### src/rtl/pe_ram_port_arbiter_if.sv
// Requester-side bus of the PE scratch RAM arbiter.
// Flat buses: requester i owns bit i of req/req_we/gnt/rvalid and slice i of
// req_addr/req_wdata/rdata.
//   master : requesters (drive req, req_we, req_addr, req_wdata; see gnt, rvalid, rdata)
//   slave  : arbiter    (sees requests; drives gnt, rvalid, rdata)
interface pe_ram_port_arbiter_if #(
    parameter int unsigned NREQ       = 4,
    parameter int unsigned ADDR_WIDTH = 6,
    parameter int unsigned DATA_WIDTH = 8
);
    logic [NREQ-1:0]            req;
    logic [NREQ-1:0]            req_we;
    logic [NREQ*ADDR_WIDTH-1:0] req_addr;
    logic [NREQ*DATA_WIDTH-1:0] req_wdata;
    logic [NREQ-1:0]            gnt;
    logic [NREQ-1:0]            rvalid;
    logic [NREQ*DATA_WIDTH-1:0] rdata;

    modport master (
        output req, req_we, req_addr, req_wdata,
        input  gnt, rvalid, rdata
    );

    modport slave (
        input  req, req_we, req_addr, req_wdata,
        output gnt, rvalid, rdata
    );
endinterface

### src/rtl/pe_ram_port_arbiter.sv
// Round-robin arbiter sharing one true-dual-port PE scratch RAM (1-cycle
// registered read) among NREQ requesters. Up to two grants per cycle: the
// first winner in search order goes to port A, the second to port B. A second
// winner that hits the same address as the first while either of them writes
// is held off to the next cycle. Read data returns one cycle after the grant,
// tagged to the requester that issued the read.
// Ports:
//   clk, rst          clock, synchronous active-high reset
//   bus (slave)       requester bus: req/req_we/req_addr/req_wdata in,
//                     gnt (combinational), rvalid/rdata out
//   wea/addrA/dinA    RAM port A controls, doutA registered read data
//   web/addrB/dinB    RAM port B controls, doutB registered read data
module pe_ram_port_arbiter #(
    parameter int unsigned ADDR_WIDTH = 6,
    parameter int unsigned DATA_WIDTH = 8,
    parameter int unsigned NREQ       = 4,
    parameter int unsigned IDX_W      = 3
) (
    input  logic                  clk,
    input  logic                  rst,
    pe_ram_port_arbiter_if.slave  bus,
    output logic                  wea,
    output logic [ADDR_WIDTH-1:0] addrA,
    output logic [DATA_WIDTH-1:0] dinA,
    input  logic [DATA_WIDTH-1:0] doutA,
    output logic                  web,
    output logic [ADDR_WIDTH-1:0] addrB,
    output logic [DATA_WIDTH-1:0] dinB,
    input  logic [DATA_WIDTH-1:0] doutB
);
    // Request vectors padded to the full index space so any IDX_W-bit index is
    // in range; padding slots never request.
    localparam int unsigned NSLOT = 2 ** IDX_W;

    logic [NSLOT-1:0]      req_ext;
    logic [NSLOT-1:0]      we_ext;
    logic [ADDR_WIDTH-1:0] addr_ext  [NSLOT];
    logic [DATA_WIDTH-1:0] wdata_ext [NSLOT];

    logic [IDX_W-1:0] rr_ptr_q, rr_ptr_d;
    logic             rd_a_vld_q, rd_b_vld_q;
    logic [IDX_W-1:0] rd_a_idx_q, rd_b_idx_q;

    logic             a_hit, b_hit;
    logic [IDX_W-1:0] a_idx, b_idx, scan_idx;
    logic             b_conflict;
    logic             grant_a, grant_b;
    logic [NSLOT-1:0] gnt_ext;

    logic [NREQ-1:0]            rvalid_c;
    logic [NREQ*DATA_WIDTH-1:0] rdata_c;

    // Unpack the flat requester buses.
    always_comb begin
        req_ext = '0;
        we_ext  = '0;
        for (int unsigned i = 0; i < NSLOT; i++) begin
            addr_ext[i]  = '0;
            wdata_ext[i] = '0;
        end
        for (int unsigned i = 0; i < NREQ; i++) begin
            req_ext[i]   = bus.req[i];
            we_ext[i]    = bus.req_we[i];
            addr_ext[i]  = bus.req_addr[i*ADDR_WIDTH +: ADDR_WIDTH];
            wdata_ext[i] = bus.req_wdata[i*DATA_WIDTH +: DATA_WIDTH];
        end
    end

    // Scan rr_ptr, rr_ptr+1, ... mod NREQ; first hit is winner A, second is B.
    always_comb begin
        a_hit    = 1'b0;
        b_hit    = 1'b0;
        a_idx    = '0;
        b_idx    = '0;
        scan_idx = '0;
        for (int unsigned k = 0; k < NREQ; k++) begin
            scan_idx = IDX_W'((32'(rr_ptr_q) + k) % NREQ);
            if (req_ext[scan_idx]) begin
                if (!a_hit) begin
                    a_hit = 1'b1;
                    a_idx = scan_idx;
                end else if (!b_hit) begin
                    b_hit = 1'b1;
                    b_idx = scan_idx;
                end
            end
        end
    end

    // Same address with any write on either side would race inside the RAM;
    // two reads of one address are harmless.
    assign b_conflict = (addr_ext[a_idx] == addr_ext[b_idx]) && (we_ext[a_idx] || we_ext[b_idx]);
    assign grant_a    = a_hit && !rst;
    assign grant_b    = b_hit && !b_conflict && !rst;

    // RAM port drive and grant vector; idle ports are held at zero.
    always_comb begin
        gnt_ext = '0;
        wea     = 1'b0;
        addrA   = '0;
        dinA    = '0;
        web     = 1'b0;
        addrB   = '0;
        dinB    = '0;
        if (grant_a) begin
            gnt_ext[a_idx] = 1'b1;
            wea            = we_ext[a_idx];
            addrA          = addr_ext[a_idx];
            dinA           = wdata_ext[a_idx];
        end
        if (grant_b) begin
            gnt_ext[b_idx] = 1'b1;
            web            = we_ext[b_idx];
            addrB          = addr_ext[b_idx];
            dinB           = wdata_ext[b_idx];
        end
    end

    assign bus.gnt = gnt_ext[NREQ-1:0];

    // Pointer moves just past the last index granted this cycle.
    always_comb begin
        rr_ptr_d = rr_ptr_q;
        if (grant_b) begin
            rr_ptr_d = IDX_W'((32'(b_idx) + 1) % NREQ);
        end else if (grant_a) begin
            rr_ptr_d = IDX_W'((32'(a_idx) + 1) % NREQ);
        end
    end

    always_ff @(posedge clk) begin
        if (rst) begin
            rr_ptr_q   <= '0;
            rd_a_vld_q <= 1'b0;
            rd_a_idx_q <= '0;
            rd_b_vld_q <= 1'b0;
            rd_b_idx_q <= '0;
        end else begin
            rr_ptr_q   <= rr_ptr_d;
            rd_a_vld_q <= grant_a && !we_ext[a_idx];
            rd_a_idx_q <= a_idx;
            rd_b_vld_q <= grant_b && !we_ext[b_idx];
            rd_b_idx_q <= b_idx;
        end
    end

    // Route the RAM's registered read data back to the tagged requester.
    // Gated by rst so a read in flight when reset hits never returns.
    always_comb begin
        rvalid_c = '0;
        rdata_c  = '0;
        for (int unsigned i = 0; i < NREQ; i++) begin
            if (!rst && rd_a_vld_q && (rd_a_idx_q == IDX_W'(i))) begin
                rvalid_c[i]                       = 1'b1;
                rdata_c[i*DATA_WIDTH +: DATA_WIDTH] = doutA;
            end else if (!rst && rd_b_vld_q && (rd_b_idx_q == IDX_W'(i))) begin
                rvalid_c[i]                       = 1'b1;
                rdata_c[i*DATA_WIDTH +: DATA_WIDTH] = doutB;
            end
        end
    end

    assign bus.rvalid = rvalid_c;
    assign bus.rdata  = rdata_c;
endmodule

### src/flat_wrapper.sv
// flat-port wrapper written by rule: the top's interface ports become plain ports
module pe_ram_port_arbiter_flat 
#(
    parameter int unsigned ADDR_WIDTH = 6,
    parameter int unsigned DATA_WIDTH = 8,
    parameter int unsigned NREQ       = 4,
    parameter int unsigned IDX_W      = 3
)
  (clk, rst, wea, addrA, dinA, doutA, web, addrB, dinB, doutB, bus_req, bus_req_we, bus_req_addr, bus_req_wdata, bus_gnt, bus_rvalid, bus_rdata);
  pe_ram_port_arbiter_if #(.NREQ(NREQ), .ADDR_WIDTH(ADDR_WIDTH), .DATA_WIDTH(DATA_WIDTH)) bus_i ();
  input  logic clk;
  input  logic rst;
  output logic wea;
  output logic [ADDR_WIDTH-1:0] addrA;
  output logic [DATA_WIDTH-1:0] dinA;
  input  logic [DATA_WIDTH-1:0] doutA;
  output logic web;
  output logic [ADDR_WIDTH-1:0] addrB;
  output logic [DATA_WIDTH-1:0] dinB;
  input  logic [DATA_WIDTH-1:0] doutB;
  input wire logic [$bits(bus_i.req)-1:0] bus_req;
  input wire logic [$bits(bus_i.req_we)-1:0] bus_req_we;
  input wire logic [$bits(bus_i.req_addr)-1:0] bus_req_addr;
  input wire logic [$bits(bus_i.req_wdata)-1:0] bus_req_wdata;
  output wire logic [$bits(bus_i.gnt)-1:0] bus_gnt;
  output wire logic [$bits(bus_i.rvalid)-1:0] bus_rvalid;
  output wire logic [$bits(bus_i.rdata)-1:0] bus_rdata;
  assign bus_i.req = bus_req;
  assign bus_i.req_we = bus_req_we;
  assign bus_i.req_addr = bus_req_addr;
  assign bus_i.req_wdata = bus_req_wdata;
  assign bus_gnt = bus_i.gnt;
  assign bus_rvalid = bus_i.rvalid;
  assign bus_rdata = bus_i.rdata;
  pe_ram_port_arbiter #(.ADDR_WIDTH(ADDR_WIDTH), .DATA_WIDTH(DATA_WIDTH), .NREQ(NREQ), .IDX_W(IDX_W)) u_core (.clk(clk), .rst(rst), .bus(bus_i), .wea(wea), .addrA(addrA), .dinA(dinA), .doutA(doutA), .web(web), .addrB(addrB), .dinB(dinB), .doutB(doutB));
endmodule
### config.mk
export PLATFORM = sky130hd
export DESIGN_NAME = pe_ram_port_arbiter_flat
export DESIGN_NICKNAME = d
export VERILOG_FILES = /design/src/rtl/pe_ram_port_arbiter_if.sv /design/src/rtl/pe_ram_port_arbiter.sv /design/src/flat_wrapper.sv
export SDC_FILE = /design/constraint.sdc
export NUM_CORES = 1
export LEC_CHECK = 0
export CORE_ASPECT_RATIO = 1.1
export CORE_MARGIN = 2
export CORE_UTILIZATION = 36
export DETAILED_ROUTE_END_ITERATION = 7
export GPL_ROUTABILITY_DRIVEN = 0
export PLACE_DENSITY = 0.77
export RECOVER_POWER = 100
export SYNTH_ARGS = -nofsm -noshare
export SYNTH_HDL_FRONTEND = slang
export SYNTH_SLANG_ARGS = --single-unit
### constraint.sdc
create_clock -name clk -period 4.16 [get_ports clk]
set_input_delay 0.416 -clock clk [delete_from_list [all_inputs] [get_ports clk]]
set_output_delay 0.416 -clock clk [all_outputs]
set_load 0.02 [all_outputs]
==> impl_metrics.env <==
export IMPL_outcome="finished, final reports clean"
export IMPL_antenna_found_initial=0
export IMPL_power_density_mw_per_mm2=531
export IMPL_place_detailed_hpwl_um=7380
export IMPL_tightestPinTransition_ps=683
export IMPL_synthDistinctLibCells=55
export IMPL_critPathKind="register to output pin"
export IMPL_crit_family="multiplexers"
export IMPL_grt_pass1_vias=3347
export IMPL_cp_common_cell="mux2i_1"
export IMPL_fmax_ghz=0.247
export IMPL_finalInstanceArea_mm2=0.00470
export IMPL_fin_setup_tns_ps=0
export IMPL_syn_area_mm2=0.00270
export IMPL_cts_sinks=8
export IMPL_arrival_ps=3640
export IMPL_area_growth_pct=73.9
export IMPL_grt_pass1_wl_um=15800
export IMPL_crit_path_end_kind="output pin"
export IMPL_finalSetupViolCount=0
export IMPL_track_usage_pct=22.7
export IMPL_postRouteAntennaNets=0
export IMPL_die_area_mm2=0.00822
export IMPL_crit_chain="mux4_2, ha_4, mux2i_1, and3_1, o22ai_2, buf_12, mux2i_4, mux2i_1, nand4_1, o31ai_4, buf_6, o32ai_1, dlygate4sd2_1"
export IMPL_core_area_mm2=0.00735
export IMPL_fin_skew_ps=3.78
export IMPL_cts_max_path_buffers=2
export IMPL_port_buffers=151
export IMPL_drv_cap=0
export IMPL_htreeDepth=1
export IMPL_crit_slowest_cell="mux4_2"
export IMPL_fin_crit_ps=4060
export IMPL_grt_max_degree=26
export IMPL_placed_area_mm2=0.00456
export IMPL_wirelength_um=9680
export IMPL_synth_enable_flop_cells=0
export IMPL_fin_ws_ps=104
export IMPL_seq_area_frac_synth_pct=5.92
export IMPL_start_util_pct=36.8
export IMPL_drtIter0Drc=97
export IMPL_slowest_delay_ps=580
export IMPL_syn_inst=338
export IMPL_crit_required_ps=3740
export IMPL_die_x_um=86.6
export IMPL_fill_cells=652
export IMPL_path_buf_inv=3
export IMPL_cts_made_buffers=3
export IMPL_clock_root_buffer="clkbuf_8"
export IMPL_slew_violations=0
export IMPL_io_pins=152
export IMPL_cts_tree="yes"
export IMPL_ctsHoldBuffers=0
export IMPL_firstDrtPassIters=4
export IMPL_regArea_um2=160
export IMPL_final_nets=599
export IMPL_start_kind="register"
export IMPL_min_path_type="register to register"
export IMPL_avgSynthCellArea_um2=8.00
export IMPL_power_w=0.00250
export IMPL_die_h_um=94.9
export IMPL_drc=0
export IMPL_final_cell_mix="clkdlybuf4s50_1 (77), mux2i_1 (57), dlygate4sd3_1 (51)"
export IMPL_via_per_inst=5.54
export IMPL_multi_input_area_mm2=0.00242
export IMPL_vias=3326
export IMPL_period_share_pct=97.5
export IMPL_ys_ff_latch=8
export IMPL_vdd_ir_drop_worst_mv=0.354
export IMPL_p_leak_nw=2.13
export IMPL_hold_viol_final=0
export IMPL_slew_headroom_pct=54.4
export IMPL_wl_per_cell_um=16.1
export IMPL_synth_fp_nets=422
export IMPL_synth_main_ff_cell="dfxtp_1"
export IMPL_pre_cts_slack_ps=-428
export IMPL_clock_latency_ps=220
export IMPL_grt_overflow_total=0
export IMPL_core_rowCount=33
export IMPL_clkTransAtPathRegs_ps=40
export IMPL_ys_warn_count=0
export IMPL_rsz0062_at_grt="false"
export IMPL_cp_max_fo=8
export IMPL_n_antenna_cell=0
export IMPL_layout_commonest_cell="clkdlybuf4s50_1"
export IMPL_drive_gt1_share_pct=21.1
export IMPL_synthArstFlopShare_pct=0
## state kept, by name, indices dropped and copies added (netlist names)
signal	cells
u_core.rd_a_vld_q	1
u_core.rr_ptr_q	2
u_core.rd_b_vld_q	1
u_core.rd_a_idx_q	2
u_core.rd_b_idx_q	2
## tightest hold or removal path, cell delays in order (launching register included)
cell and delay, ps:
dfxtp_1 340, buf_4 230, nor2_1 120, a211oi_1 60
## power by group
part / switching [W] / internal (W) / leakage, nW / total [W]
clock: 0.0000267 / 0.0000624 / 0.0216 / 0.0000891
sequential: 0.0000261 / 0.000103 / 0.0665 / 0.000130
combinational: 0.00116 / 0.00112 / 2.04 / 0.00228
## per-stage QoR
step | instances | hold slack, ps | utilization (%)
2_1_floorplan | 338 | 718 | -
3_3_place_gp | 590 | 785 | 62.1
3_5_place_dp | 590 | 794 | 62.1
4_1_cts | 596 | 799 | 63.3
5_1_grt | 600 | 866 | 64.0
6_report | 600 | 800 | 64.0
## kinds of logic after synthesis
kind of cell | after synthesis | share of synthesized area (%)
XOR/XNOR | 5 | 1.62
multiplexers | 79 | 30.9
buffers and inverters | 37 | 7.26
AND/OR/NAND/NOR | 105 | 21.6
flip-flops | 8 | 5.92
AO/OA/AOI/OAI | 101 | 31.3
adder cells (fa/ha/maj) | 3 | 1.34
## routing by layer
| metal | routed length, µm | track usage [%] | vias up |
|---|---|---|---|
| met5 | 0 | 0 | - |
| met3 | 592 | 3.23 | 7 |
| li1 | - | - | 1665 |
| met4 | 78 | 4.43 | 0 |
| met1 | 4010 | 29.2 | 1547 |
| met2 | 5000 | 40.4 | 107 |
## synth_stat cells (4+ instances only)
cell type	n	area, µm²
nor2_1	27	101
buf_1	4	15.0
a22o_1	32	280
clkbuf_1	9	33.8
mux2i_1	61	611
dfxtp_1	8	160
o22ai_1	5	31.3
nand2_1	11	41.3
a211oi_1	25	188
nand3_1	6	30.0
nand2b_1	6	37.5
buf_4	8	60.1
o21a_1	4	30.0
nor3_1	6	30.0
and3b_1	4	35.0
o21ai_0	6	30.0
mux2_2	16	180
buf_2	10	50.1
a21oi_1	6	30.0
and2_1	7	43.8
nor3b_1	9	67.6
nor2b_1	18	113
## timing repair
action	in CTS	in global routing
pin swaps	1	6
endpoints found under the setup margin	19	20
buffers inserted	3	3
resized for setup	75	14
gates cloned	0	1
## cell type report
| class | instances | share of cell area, % |
|---|---|---|
| tap | 87 | 2.31 |
| sequential | 8 | 3.41 |
| clock buffer | 3 | 0.878 |
| timing repair buffer | 205 | 41.7 |
| multi-input combinational | 293 | 51.4 |
| inverter | 4 | 0.319 |
## path summary, 6_finish.rpt
path	start	end	slack [ps]	cells after the start
max	u_core.rr_ptr_q[0]	bus_gnt[2]	100	13
min	u_core.rr_ptr_q[0]	u_core.rr_ptr_q[0]	800	3
max reg2reg	u_core.rr_ptr_q[0]	u_core.rr_ptr_q[1]	330	14
min reg2reg	u_core.rr_ptr_q[0]	u_core.rr_ptr_q[0]	800	3
Note: power is estimated with default switching activity, not from simulation.
